===== config.mk =====
export PLATFORM = sky130hd
export DESIGN_NAME = ann_argmax_flat
export DESIGN_NICKNAME = d
export VERILOG_FILES = /design/src/rtl/ann_pkg.sv /design/src/rtl/ann_argmax_if.sv /design/src/rtl/ann_argmax_cmp.sv /design/src/rtl/ann_argmax.sv /design/src/flat_wrapper.sv
export SDC_FILE = /design/constraint.sdc
export NUM_CORES = 1
export LEC_CHECK = 0
export CAP_MARGIN = 0
export CORE_ASPECT_RATIO = 1.25
export CORE_MARGIN = 1
export CORE_UTILIZATION = 40
export CTS_CLUSTER_DIAMETER = 40
export DETAILED_ROUTE_END_ITERATION = 6
export PLACE_DENSITY_LB_ADDON = 0.08
export SETUP_SLACK_MARGIN = 0.5
export SLEW_MARGIN = 20
export SYNTH_ARGS = -nofsm -noshare
export SYNTH_HDL_FRONTEND = slang
export SYNTH_SLANG_ARGS = --single-unit

===== constraint.sdc =====
create_clock -name clk -period 10.85 [get_ports clk]
set_clock_uncertainty 0.1 [all_clocks]
set_input_delay 2.17 -clock clk [delete_from_list [all_inputs] [get_ports clk]]
set_output_delay 2.17 -clock clk [all_outputs]
set_load 0.03 [all_outputs]

===== src/rtl/ann_pkg.sv =====
// Shared constants, state encoding and lane helper
// for the ann argmax classifier stage.
package ann_pkg;

  localparam int NUM_SAMPLES = 4;
  localparam int NUM_CLASSES = 4;
  localparam int DATA_W      = 16;
  localparam int FRAC_W      = 10;
  localparam int ADDR_W      = 2;
  localparam int IDX_W       = 2;
  localparam int WORD_W      = NUM_CLASSES * DATA_W;

  typedef logic [WORD_W-1:0]        word_t;
  typedef logic signed [DATA_W-1:0] score_t;
  typedef logic [IDX_W-1:0]         idx_t;
  typedef logic [ADDR_W-1:0]        addr_t;

  localparam idx_t LAST_LANE   = idx_t'(NUM_CLASSES - 1);
  localparam idx_t LAST_SAMPLE = idx_t'(NUM_SAMPLES - 1);

  typedef enum logic [2:0] {
    S_IDLE,
    S_RD,
    S_WT,
    S_CMP,
    S_OUT
  } state_t;

  function automatic score_t lane(word_t w, idx_t i);
    return score_t'(w[DATA_W*int'(i) +: DATA_W]);
  endfunction

endpackage


===== src/rtl/ann_argmax_if.sv =====
// Result stream of the argmax stage:
// one class/score per sample, valid/ready.
interface ann_argmax_if;
  import ann_pkg::*;

  logic   m_valid;
  logic   m_ready;
  idx_t   m_sample;
  idx_t   m_class;
  score_t m_score;
  logic   m_last;

  modport master (
    output m_valid,
    input  m_ready,
    output m_sample,
    output m_class,
    output m_score,
    output m_last
  );

  modport slave (
    input  m_valid,
    output m_ready,
    input  m_sample,
    input  m_class,
    input  m_score,
    input  m_last
  );

endinterface


===== src/rtl/ann_argmax_cmp.sv =====
// Running maximum over one lane per cycle;
// strict compare keeps the lowest index on ties.
module ann_argmax_cmp
  import ann_pkg::*;
(
  input  logic   clk,
  input  logic   rst,
  input  logic   init,
  input  logic   en,
  input  score_t val,
  input  idx_t   idx,
  output score_t best,
  output idx_t   best_idx
);

  // seed with lane 0, then take any strictly larger lane
  always_ff @(posedge clk) begin
    if (rst) begin
      best     <= '0;
      best_idx <= '0;
    end else if (init) begin
      best     <= val;
      best_idx <= idx;
    end else if (en && (val > best)) begin
      best     <= val;
      best_idx <= idx;
    end
  end

endmodule


===== src/rtl/ann_argmax.sv =====
// Argmax classifier: scans every activation word
// after ann done and streams one class per sample.
module ann_argmax
  import ann_pkg::*;
(
  input  logic         clk,
  input  logic         rst,
  input  logic         start,
  output logic         busy,
  output logic         overrun,
  output logic         a_enb,
  output addr_t        a_addrb,
  input  word_t        a_doutb,
  ann_argmax_if.master res
);

  state_t state;
  idx_t   sample_cnt;
  idx_t   lane_cnt;
  word_t  word_q;

  logic   cmp_init;
  logic   cmp_en;
  score_t cmp_val;
  idx_t   cmp_idx;
  score_t best;
  idx_t   best_idx;

  assign cmp_init = (state == S_WT);
  assign cmp_en   = (state == S_CMP);
  assign cmp_val  = cmp_init ? lane(a_doutb, '0)
                             : lane(word_q, lane_cnt);
  assign cmp_idx  = cmp_init ? '0 : lane_cnt;

  ann_argmax_cmp u_cmp (
    .clk      (clk),
    .rst      (rst),
    .init     (cmp_init),
    .en       (cmp_en),
    .val      (cmp_val),
    .idx      (cmp_idx),
    .best     (best),
    .best_idx (best_idx)
  );

  // best/best_idx only move in WT/CMP,
  // so they are stable while OUT waits
  assign res.m_sample = sample_cnt;
  assign res.m_class  = best_idx;
  assign res.m_score  = best;

  // run sequencer with registered BRAM and
  // result-stream controls
  always_ff @(posedge clk) begin
    if (rst) begin
      state       <= S_IDLE;
      busy        <= 1'b0;
      overrun     <= 1'b0;
      a_enb       <= 1'b0;
      a_addrb     <= '0;
      res.m_valid <= 1'b0;
      res.m_last  <= 1'b0;
      sample_cnt  <= '0;
      lane_cnt    <= '0;
      word_q      <= '0;
    end else begin
      a_enb <= 1'b0;
      if (start && busy) begin
        overrun <= 1'b1;
      end
      case (state)
        S_IDLE: begin
          if (start) begin
            state   <= S_RD;
            busy    <= 1'b1;
            a_enb   <= 1'b1;
            a_addrb <= addr_t'(sample_cnt);
          end
        end
        S_RD: begin
          state <= S_WT;
        end
        S_WT: begin
          word_q   <= a_doutb;
          lane_cnt <= idx_t'(1);
          state    <= S_CMP;
        end
        S_CMP: begin
          lane_cnt <= lane_cnt + idx_t'(1);
          if (lane_cnt == LAST_LANE) begin
            state       <= S_OUT;
            res.m_valid <= 1'b1;
            res.m_last  <= (sample_cnt == LAST_SAMPLE);
          end
        end
        S_OUT: begin
          if (res.m_ready) begin
            res.m_valid <= 1'b0;
            res.m_last  <= 1'b0;
            if (res.m_last) begin
              state      <= S_IDLE;
              busy       <= 1'b0;
              sample_cnt <= '0;
            end else begin
              state      <= S_RD;
              sample_cnt <= sample_cnt + idx_t'(1);
              a_enb      <= 1'b1;
              a_addrb    <= addr_t'(sample_cnt + idx_t'(1));
            end
          end
        end
        default: begin
          state <= S_IDLE;
        end
      endcase
    end
  end

endmodule

===== src/flat_wrapper.sv =====
// flat-port wrapper written by rule: the top's interface ports become plain ports
module ann_argmax_flat import ann_pkg::*;
  (clk, rst, start, busy, overrun, a_enb, a_addrb, a_doutb, res_m_valid, res_m_ready, res_m_sample, res_m_class, res_m_score, res_m_last);
  ann_argmax_if res_i ();
  input  logic clk;
  input  logic rst;
  input  logic start;
  output logic busy;
  output logic overrun;
  output logic a_enb;
  output addr_t a_addrb;
  input  word_t a_doutb;
  output wire logic [$bits(res_i.m_valid)-1:0] res_m_valid;
  input wire logic [$bits(res_i.m_ready)-1:0] res_m_ready;
  output wire logic [$bits(res_i.m_sample)-1:0] res_m_sample;
  output wire logic [$bits(res_i.m_class)-1:0] res_m_class;
  output wire logic [$bits(res_i.m_score)-1:0] res_m_score;
  output wire logic [$bits(res_i.m_last)-1:0] res_m_last;
  assign res_m_valid = res_i.m_valid;
  assign res_i.m_ready = res_m_ready;
  assign res_m_sample = res_i.m_sample;
  assign res_m_class = res_i.m_class;
  assign res_m_score = res_i.m_score;
  assign res_m_last = res_i.m_last;
  ann_argmax u_core (.clk(clk), .rst(rst), .start(start), .busy(busy), .overrun(overrun), .a_enb(a_enb), .a_addrb(a_addrb), .a_doutb(a_doutb), .res(res_i));
endmodule

==> impl_results.md, run 1 <==
* Layout cells sized above 1 at 7.41%
* Fillers at 1098
* Slew Limit Headroom at 29.6%
* Clock root cell: clkbuf_16
* Antenna-violating nets left at 0
* Final Wtd Congestion at 0.806
* Register-to-register setup slack at 6.32 ns
* TritonCTS clock tree: built
* Clk_lat worst skew at around 0.34 ns
* Die Wd at 97.5 um
* GRT overflow at 0
* Row count at 43
* Synth Warn # at 0
* Register area share after synthesis at 42.2%
* Seq pwr share at between 30% and 40%
* Initial antenna violation count at 0
* Peak supply drop at 89.9 uV
* DRC viols at 0
* Total die area at 11800 sq um
* Setup crit start kind: input port
* Area Overhead vs Synth at 27.5%
* Resize count post-CTS at 0
* Mapped Cells at 550
* Detailed Place HPWL at 7290 um
* Input/output buffers at 94
* Final Util at 52.4%
* N_diodes at 0
* Num ports at 95
* Finished Layout Cells at around 760
* Post-synthesis cell type count at 42
* Final period util at between 40% and 50%
* First-pass GRT wire length at between 15000 and 20000 um
* Sw Ratio at ~34%
* Max Root-Sink Buffers at 2
* Clock power share at 30.4%
* Final Hold Slack at 0.354 ns
* Reg area at 1920 sq um
* RSZ-0062 raised after global routing: no
* Postcts setup bufs at 0
* Final setup vio count at 0
* Reg2reg path depth at 12
* H-tree lvl count at 3
* Status: finished clean
* Max Slew Vio Count at 0
* Multi-input logic area at between 2000 and 2500 sq um
* Placed cell area at 5500 sq um
* Worst setup path start: a_doutb[15]
* Worst Path Required at 10.99 ns
* Post-synth EDFFs at 0
* # placed instances at 740
* Crit. End Element: flop
* Max Clock Freq at approximately 190 MHz
* Fin. Hold Viols at 0
* Critical path arrival at 5.35 ns
* Syn_area_per_cell at slightly above 8 sq um
* Initial DRT Pass Iterations at 4
* Share of flip-flops with an asynchronous set or reset at 0%
* Clock slew seen by the registers of the worst setup and hold paths at approximately 0.070 ns
* Synthesis-stage register bit count at 96
* Post-route cell area at 5810 sq um
* P_int at 0.000701 W
* Setup TNS at 0 ns
* Vias in the first global route at between 3000 and 4000
* Via count at 3987
* Total routed wirelength at 10900 um
* DR WL/cell at roughly 14 um
* Inserted Clock Buffers at 9
* GRT Total Usage at 19.0%
* Pin count of the biggest net entering global routing at 97
* Crit path kind: input port to flop
* Core area at ~11000 sq um
* Psw at 0.000359 W
* Synth Net Count at 636
* Hold buffer count at cts at 0
* Net count, final at 702
* Crit Reg-Reg Endpoint: u_core.u_cmp.best[13]
* Comb pwr share at 31.0%
* Via density at 5.27
* Clock sinks at 96
* Clock period minus worst slack at 5.21 ns
* Die Span Y at 121 um
* Setup crit end: u_core.u_cmp.best[13]
* Max FO, Critical Path at 32
* Ys flop type: dfxtp_1
* RR Startpoint: u_core.state[1]
* Initial DRC Count at 212
* Max-Cap Viols at 0
* Worst Tran Pin Value at 1.06 ns
* Power per Cell Area at approximately 180 nW/um^2
* P_leak at 2.10 nW
* Worst Hold Class: flop to flop
* Mapped Area at around 4600 sq um
* Initial Utilization at 41.1%
==> per-layer routing <==
| metal | GRT usage (%) | part of all wire, % |
|---|---|---|
| met5 | 0 | 0 |
| met3 | 4.03 | 5.1 |
| met1 | 27.7 | 49 |
| met4 | 6.89 | 1.7 |
| met2 | 27.4 | 44 |
==> worst min-delay path by stage <==
stage / depth (start not counted) / from / end / slack (ns)
after global placement: 2 / u_core.word_q[21] / u_core.word_q[21] / 0.34
after floorplan: 2 / u_core.word_q[32] / u_core.word_q[32] / 0.33
after global routing: 2 / u_core.word_q[32] / u_core.word_q[32] / 0.37
after CTS: 2 / u_core.word_q[20] / u_core.word_q[20] / 0.36
after detailed placement: 2 / u_core.word_q[20] / u_core.word_q[20] / 0.35
final: 2 / u_core.word_q[20] / u_core.word_q[20] / 0.35
==> state kept, by name, summed over array words and instances (netlist names) <==
name	cells
u_core.u_cmp.best_idx	2
u_core.busy	1
u_core.res.m_last	1
u_core.a_addrb	2
u_core.word_q	64
u_core.overrun	1
u_core.res.m_valid	1
u_core.a_enb	1
u_core.lane_cnt	2
u_core.u_cmp.best	16
u_core.res.m_sample	2
u_core.state	3
==> power groups by stage <==
stage                     registers [W]  clock network [W]  logic (W)
final                          0.000410           0.000323   0.000328
after global routing           0.000414           0.000345   0.000364
after CTS                      0.000410           0.000331   0.000328
after detailed placement       0.000418                  0   0.000328
after global placement         0.000416                  0   0.000319
after floorplan                0.000445                  0   0.000217
==> cell usage after synthesis (5+ instances only) <==
master    number  share of area, %
nor2_1        15               1.2
nand3_1        6              0.66
buf_1          6              0.49
dfxtp_1       96                42
nand2b_1       5              0.69
clkbuf_1      22               1.8
nand2_1      171                14
ha_1          18               4.9
mux4_2        16               7.9
nor3_1         5              0.55
a311oi_1      16               3.1
inv_1         15               1.2
a31oi_1       16               2.2
buf_6          5               1.2
a21oi_1       93                10
buf_2         10               1.1
==> kinds of logic after synthesis <==
kind of cell,after synthesis,synth area share [%]
buffers and inverters,58,5.87
xor gates and xnor gates,1,0.192
and+or+nand+nor,218,19.9
AOI/OAI and AO/OA,141,18.6
muxes,18,8.34
DFF,96,42.2
adders and majority gates,18,4.94
==> per-stage QoR <==
stage / total power (W) / setup slack, ns
6_report: 0.00106 / 5.64
5_1_grt: 0.00112 / 5.36
4_1_cts: 0.00107 / 5.68
3_5_place_dp: 0.000745 / 5.31
3_3_place_gp: 0.000735 / 5.45
2_1_floorplan: 0.000662 / 6.51
==> worst max-delay path: stages <==
cell and delay, ns:
clkdlybuf4s50_1 0.40, nand2_1 0.08, nand2_1 0.12, ha_1 0.37, nand4_2 0.16, or3_4 0.44
a211oi_2 0.33, or4_1 0.82, a31oi_1 0.19, a311oi_1 0.29
==> final cells by class <==
class,instances,share of cell area [%]
clock buffers,9,3.87
clock inverters,7,1.38
inverters,15,0.969
multi-input cells,396,41.2
flip-flops and latches,96,33.1
well taps,135,2.91
repair buffers,98,16.6
==> cell usage in the layout (no fill, tap or decap), types with 2 or more instances in the layout <==
master,Yosys,layout
nand2_1,171,171
dfxtp_1,96,96
a21oi_1,93,93
clkdlybuf4s50_1,0,93
ha_1,18,18
mux4_2,16,16
a311oi_1,16,16
a31oi_1,16,16
inv_1,15,15
nor2_1,15,14
clkbuf_16,0,9
nand3_1,6,6
nor3_1,5,5
nand2b_1,5,4
buf_4,0,4
nor2b_1,3,3
o21bai_1,2,2
nand4_1,2,2
and2_1,2,2
a211oi_1,2,2
nor3b_1,2,2
mux2i_1,2,2
inv_6,0,2
clkinvlp_4,0,2
clkinv_4,0,2
Note: power is estimated with default switching activity, not from simulation.
==> inputs of run 2 (changes only) <==
clock period = 5.3 ns   (was 10.85 ns; I/O delays follow)
==> run 2 against run 1 <==
Effect of this change:
- largest power group unchanged
- core utilization grew 0.46 points
- clock-buffer cell count rose by 4
- via count up 0.65%
- sequential share of layout area shrank 0.29 points
- non-clock buffer count is 2 higher
- global-route usage grew 0.39 points
- highest routed layer unchanged
- total power increased by 110%
- hold slack worse by 0.0037 ns
- combinational power is 100% higher
==> impl_results.md, run 2 (same netlist as run 1, synthesis figures left out) <==
* Clock period minus worst slack at 4.28 ns
* Max Clock Freq at 234 MHz
* Max Slew Vio Count at 0 (unchanged)
* Peak supply drop at 150 uV (was 89.9 uV)
* First-pass GRT wire length at 18400 um (was 18000 um)
* Critical path arrival at 4.36 ns (was 5.35 ns)
* Clock sinks at 96 (unchanged)
* Fin. Hold Viols at 0 (unchanged)
* Clock power share at 32.4% (was 30.4%)
* RR Startpoint: u_core.lane_cnt[0] (was u_core.state[1])
* Power per Cell Area at 382 nW/um^2 (was 182 nW/um^2)
* Top reg by flops: u_core.word_q (unchanged)
* Final Wtd Congestion at 0.799 (was 0.806)
* Max FO, Critical Path at 17 (was 32)
* Max Root-Sink Buffers at 2 (unchanged)
* Worst hold endpoint: u_core.word_q[34] (was u_core.word_q[20])
* Reg2reg path depth at 11 (was 12)
* Comb pwr share at 30.0% (was 31.0%)
* Total routed wirelength at 11000 um (was 10900 um)
* Num ports at 95 (unchanged)
* Final Util at 52.9% (was 52.4%)
* Inserted Clock Buffers at 9 (unchanged)
* Layout cells sized above 1 at 7.72% (was 7.41%)
* Commonest non-fill, non-tap cell in the layout: nand2_1 (unchanged)
* Worst Tran Pin Value at 0.923 ns (was 1.06 ns)
* Crit path kind: flop to flop (was input port to flop)
* Die Span Y at 121 um (unchanged)
* Vias in the first global route at 3789 (was 3603)
* Postcts setup bufs at 0 (unchanged)
* Hold depth at 2 (unchanged)
* Initial antenna violation count at 0 (unchanged)
* GRT overflow at 0 (unchanged)
* Register-to-register setup slack at 1.02 ns (was 6.32 ns)
* Worst Path Required at 5.38 ns (was 10.99 ns)
* Crit Reg-Reg Endpoint: u_core.u_cmp.best[15] (was u_core.u_cmp.best[13])
* Max reg flops at 64 (unchanged)
* Area Overhead vs Synth at 28.7% (was 27.5%)
* Fillers at 1074 (was 1098)
* Core area at 11100 sq um (unchanged)
* Initial Utilization at 41.1% (unchanged)
* Final period util at 80.8%
* Setup crit start kind: flop (was input port)
* Hold buffer count at cts at 0 (unchanged)
* H-tree lvl count at 3 (unchanged)
* Slew Limit Headroom at 38.4% (was 29.6%)
* Resize count post-CTS at 0 (unchanged)
* Clk_lat worst skew at 0.34 ns (about the same)
* Row count at 43 (unchanged)
* Crit. End Element: flop (unchanged)
* GRT Total Usage at 19.3% (was 19.0%)
* Psw at 0.000711 W (was 0.000359 W)
* Setup TNS at 0 ns (unchanged)
* Hold path startpoint: u_core.word_q[34] (was u_core.word_q[20])
* TritonCTS clock tree: built (unchanged)
* Input/output buffers at 94 (unchanged)
* Sw Ratio at 31.7% (was 33.9%)
* P_leak at 2.13 nW (was 2.10 nW)
* Most frequent cells in the layout: nand2_1 (171), dfxtp_1 (96), a21oi_1 (93), clkdlybuf4s50_1 (93), ha_1 (18) (unchanged)
* Final setup vio count at 0 (unchanged)
* DRC viols at 0 (unchanged)
* Initial DRT Pass Iterations at 4 (unchanged)
* DR WL/cell at 14.5 um (was 14.4 um)
* Detailed Place HPWL at 7680 um (was 7290 um)
* Status: finished clean (unchanged)
* Worst Hold Class: flop to flop (unchanged)
* Clock root cell: clkbuf_16 (unchanged)
* P_int at 0.00153 W (was 0.000701 W)
* Clock slew seen by the registers of the worst setup and hold paths at 0.06 ns (was 0.07 ns)
* Final Hold Slack at 0.350 ns (was 0.354 ns)
* Net count, final at 704 (was 702)
* Via density at 5.30 (was 5.27)
* RSZ-0062 raised after global routing: no (unchanged)
* Total die area at 11800 sq um (unchanged)
* # placed instances at 742 (was 740)
* Initial DRC Count at 221 (was 212)
* Antenna-violating nets left at 0 (unchanged)
* Die Wd at 97.5 um (unchanged)
* Pwr Total at 0.00224 W (was 0.00106 W)
* Biggest regs: u_core.word_q x64, u_core.u_cmp.best x16, u_core.state x3 (unchanged)
* Finished Layout Cells at 757 (was 756)
* N_diodes at 0 (unchanged)
* Pin count of the biggest net entering global routing at 72 (was 97)
* Via count at 4013 (was 3987)
* Max-Cap Viols at 0 (unchanged)
* Seq pwr share at 37.6% (was 38.6%)
[run 2: area by class of cell]
cell class	instances	area [sq um]	area share [%]
tap	135	169	2.88
clock inverter	2	60.1	1.02
clock buffer	13	280	4.78
multi-input combinational	396	2400	40.9
inverter	15	56.3	0.960
sequential	96	1920	32.8
timing repair buffer	100	981	16.7
[run 2: power by group through the flow]
stage                     Sequential, W  Clock (W)  Combinational, W
after detailed placement       0.000858          0          0.000667
after floorplan                0.000911          0          0.000444
final                          0.000842   0.000727          0.000672
after CTS                      0.000842   0.000744          0.000669
after global routing           0.000853   0.000773          0.000740
after global placement         0.000855          0          0.000653
[run 2: worst max-delay path by stage]
stage / from / endpoint / slack, ns / cells after the start
after global placement: a_doutb[15] / u_core.u_cmp.best[15] / 0.98 / 10
after floorplan: u_core.lane_cnt[0] / u_core.u_cmp.best[10] / 1.72 / 13
final: u_core.lane_cnt[0] / u_core.u_cmp.best[15] / 1.02 / 11
after detailed placement: u_core.lane_cnt[0] / u_core.u_cmp.best[15] / 0.85 / 11
after CTS: u_core.lane_cnt[0] / u_core.u_cmp.best[15] / 0.81 / 11
after global routing: u_core.lane_cnt[0] / u_core.u_cmp.best[1] / 0.70 / 11
[run 2: per-stage QoR]
step	cell area, sq um	worst slack (ns)
2_1_floorplan	4560	1.72
3_3_place_gp	5520	0.979
3_5_place_dp	5520	0.852
4_1_cts	5860	0.811
5_1_grt	5860	0.704
6_report	5860	1.02
[run 2: per-layer routing]
metal / GRT usage, % / wire length, um / vias to the layer above
met5: 0 / 0 / -
met4: 8.73 / 221 / 0
met3: 3.34 / 495 / 14
met2: 29.4 / 4870 / 108
met1: 26.9 / 5370 / 1856
li1: - / - / 2035
[run 2: critical path, cell delays in order, from the launching register on]
cell and delay (ns):
dfxtp_1 0.60, buf_4 0.35, mux4_2 0.54, nand2_1 0.09
nand2_1 0.12, ha_1 0.37, nand4_2 0.16, or3_4 0.44
o31ai_4 0.74, nand2_4 0.27, a31oi_1 0.27, a311oi_2 0.07
==> inputs of run 3 (changes only) <==
clock period = 4 ns   (was 5.3 ns; I/O delays follow)
==> run 3 against run 2 <==
Effect of this change:
- sequential cell count unchanged
- largest power group unchanged
- register-to-register slack worse by 0.43 ns
- via count up 4.7%
- sequential share of layout area down 1.7 points
- combinational power up 61%
- critical path type unchanged
==> impl_results.md, run 3 (same netlist as run 1, synthesis figures left out) <==
* Status: finished clean (unchanged)
* Hold buffer count at cts at 0 (unchanged)
* Clk_lat worst skew at 0.34 ns (about the same)
* Slew Limit Headroom at 61.8% (was 38.4%)
* Input/output buffers at 94 (unchanged)
* Total routed wirelength at 12200 um (was 11000 um)
* Num ports at 95 (unchanged)
* Initial DRT Pass Iterations at 4 (unchanged)
* Commonest non-fill, non-tap cell in the layout: nand2_1 (unchanged)
* Slowest cell on crit path: or4_4 (was o31ai_4)
* Initial antenna violation count at 0 (unchanged)
* Worst Path Required at 4.09 ns (was 5.38 ns)
* Setup crit start kind: flop (unchanged)
* Max Slew Vio Count at 0 (unchanged)
* Max FO, Critical Path at 32 (was 17)
* Layout cells sized above 1 at 13.5% (was 7.72%)
* Detailed Place HPWL at 7850 um (was 7680 um)
* Antenna-violating nets left at 0 (unchanged)
* CP Buf/Inv Count at 2 (was 1)
* Crit path largest cell delay at 0.53 ns (was 0.74 ns)
* Final setup vio count at 0 (unchanged)
* Cell family contributing the most delay on the critical path: compound AO/OA/AOI/OAI gates (was simple AND/OR/NAND/NOR gates)
* Via density at 5.32 (was 5.30)
* Most frequent cells in the layout: nand2_1 (171), dfxtp_1 (95), clkdlybuf4s50_1 (93), a21oi_1 (92), buf_4 (29) (was nand2_1 (171), dfxtp_1 (96), a21oi_1 (93), clkdlybuf4s50_1 (93), ha_1 (18))
* Pin count of the biggest net entering global routing at 55 (was 72)
* GRT Total Usage at 20.9% (was 19.3%)
* GRT overflow at 0 (unchanged)
* Fin. Hold Viols at 0 (unchanged)
* Setup TNS at 0 ns (unchanged)
* Clock period minus worst slack at 3.41 ns (was 4.28 ns)
* N_diodes at 0 (unchanged)
* Inserted Clock Buffers at 9 (unchanged)
* # placed instances at 754 (was 742)
* Finished Layout Cells at 789 (was 757)
* Net count, final at 735 (was 704)
* Fillers at 1062 (was 1074)
* Clock sinks at 96 (unchanged)
* Max Clock Freq at 293 MHz (was 234 MHz)
* Initial Utilization at 41.1% (unchanged)
* P_leak at 2.29 nW (was 2.13 nW)
* RSZ-0062 raised after global routing: yes (was no)
* Max Root-Sink Buffers at 2 (unchanged)
* H-tree lvl count at 3 (unchanged)
* Clock root cell: clkbuf_16 (unchanged)
* Initial DRC Count at 149 (was 221)
* Die Wd at 97.5 um (unchanged)
* Worst Tran Pin Value at 0.573 ns (was 0.923 ns)
* Top reg by flops: u_core.word_q (unchanged)
* First-pass GRT wire length at 19500 um (was 18400 um)
* Via count at 4201 (was 4013)
* Max-Cap Viols at 0 (unchanged)
* Worst path cell trace: buf_12 -> mux4_2 -> nand2_1 -> nand2_1 -> ha_4 -> a21oi_1 -> o21ai_1 -> a211o_2 -> or4_4 -> buf_12 -> a31oi_1 -> a311oi_2 (was buf_4 -> mux4_2 -> nand2_1 -> nand2_1 -> ha_1 -> nand4_2 -> or3_4 -> o31ai_4 -> nand2_4 -> a31oi_1 -> a311oi_2)
* Crit path kind: flop to flop (unchanged)
* Worst Hold Class: flop to flop (unchanged)
* Max reg flops at 64 (unchanged)
* Power per Cell Area at 489 nW/um^2 (was 382 nW/um^2)
* Biggest regs: u_core.word_q x64, u_core.u_cmp.best x16, u_core.state x3 (unchanged)
* Peak supply drop at 244 uV (was 150 uV)
* Critical path arrival at 3.50 ns (was 4.36 ns)
* Final Wtd Congestion at 0.812 (was 0.799)
* DR WL/cell at 15.5 um (was 14.5 um)
* Vias in the first global route at 3936 (was 3789)
* TritonCTS clock tree: built (unchanged)
* Final Util at 56.0% (was 52.9%)
* Core area at 11100 sq um (unchanged)
* Total die area at 11800 sq um (unchanged)
* DRC viols at 0 (unchanged)
* Die Span Y at 121 um (unchanged)
* Row count at 43 (unchanged)
* Clock slew seen by the registers of the worst setup and hold paths at 0.07 ns (was 0.06 ns)
* Final period util at 85.2% (was 80.8%)
* Area Overhead vs Synth at 36.1% (was 28.7%)
* Crit. End Element: flop (unchanged)
## run 3: cell count changes in the layout (fill, tap and decap cells not counted), moves of 2 or more
cell and delta:
buf_12 +3, buf_4 +23, clkinv_2 +2, bufinv_16 -2
nand2b_2 +2, ha_4 +3, ha_1 -3
## run 3: final timing paths
| kind | start | endpoint | slack [ns] | cells after the start |
|---|---|---|---|---|
| worst max-delay path | u_core.lane_cnt[0] | u_core.u_cmp.best[15] | 0.59 | 12 |
| worst min-delay path | u_core.word_q[51] | u_core.word_q[51] | 0.36 | 2 |
| worst max register to register | u_core.lane_cnt[0] | u_core.u_cmp.best[15] | 0.59 | 12 |
| worst min register to register | u_core.word_q[51] | u_core.word_q[51] | 0.36 | 2 |
## run 3: through the flow
stage          hold slack [ns]  area, sq um  power, W  worst slack, ns
2_1_floorplan            0.333         4560   0.00180            0.500
6_report                 0.356         6200   0.00303            0.591
3_3_place_gp             0.339         5620   0.00203            0.157
3_5_place_dp             0.347         5620   0.00205           0.0636
4_1_cts                  0.356         6060   0.00297            0.494
5_1_grt                  0.373         6200   0.00319            0.453
## run 3: what timing repair did
| action | 4_1_cts | 5_1_grt |
|---|---|---|
| setup buffers | 7 | 7 |
| pin swaps | 4 | 3 |
| gates cloned | 3 | 2 |
| endpoints found under the setup margin | 18 | 18 |
| gates resized for setup | 7 | 11 |
## run 3: final cells by class
| type | count | area [sq um] | share of cell area, % |
|---|---|---|---|
| Tap cell | 135 | 169 | 2.72 |
| Timing Repair Buffer | 128 | 1270 | 20.4 |
| Sequential cell | 96 | 1930 | 31.0 |
| Multi-Input combinational cell | 399 | 2490 | 40.2 |
| Clock buffer | 12 | 267 | 4.30 |
| Inverter | 15 | 56.3 | 0.907 |
| Clock inverter | 4 | 26.3 | 0.423 |
## run 3: power breakdown
part	switching, W	total (W)	internal, W
logic	0.000595	0.00108	0.000482
registers	0.0000677	0.00112	0.00105
clock network	0.000366	0.000839	0.000473
total	0.00103	0.00303	0.00200
## run 3: worst register-to-register path: stages (launching register included)
cell and delay (ns):
dfxtp_4 0.42, buf_12 0.15, mux4_2 0.51, nand2_1 0.09
nand2_1 0.12, ha_4 0.25, a21oi_1 0.14, o21ai_1 0.10
a211o_2 0.38, or4_4 0.53, buf_12 0.18, a31oi_1 0.21
a311oi_2 0.07
## run 3: metal layers
metal	global-route usage (%)	share of wire, %
met1	28.4	48
met2	33.4	47
met3	3.63	4.4
met4	7.17	0.91
met5	0	0
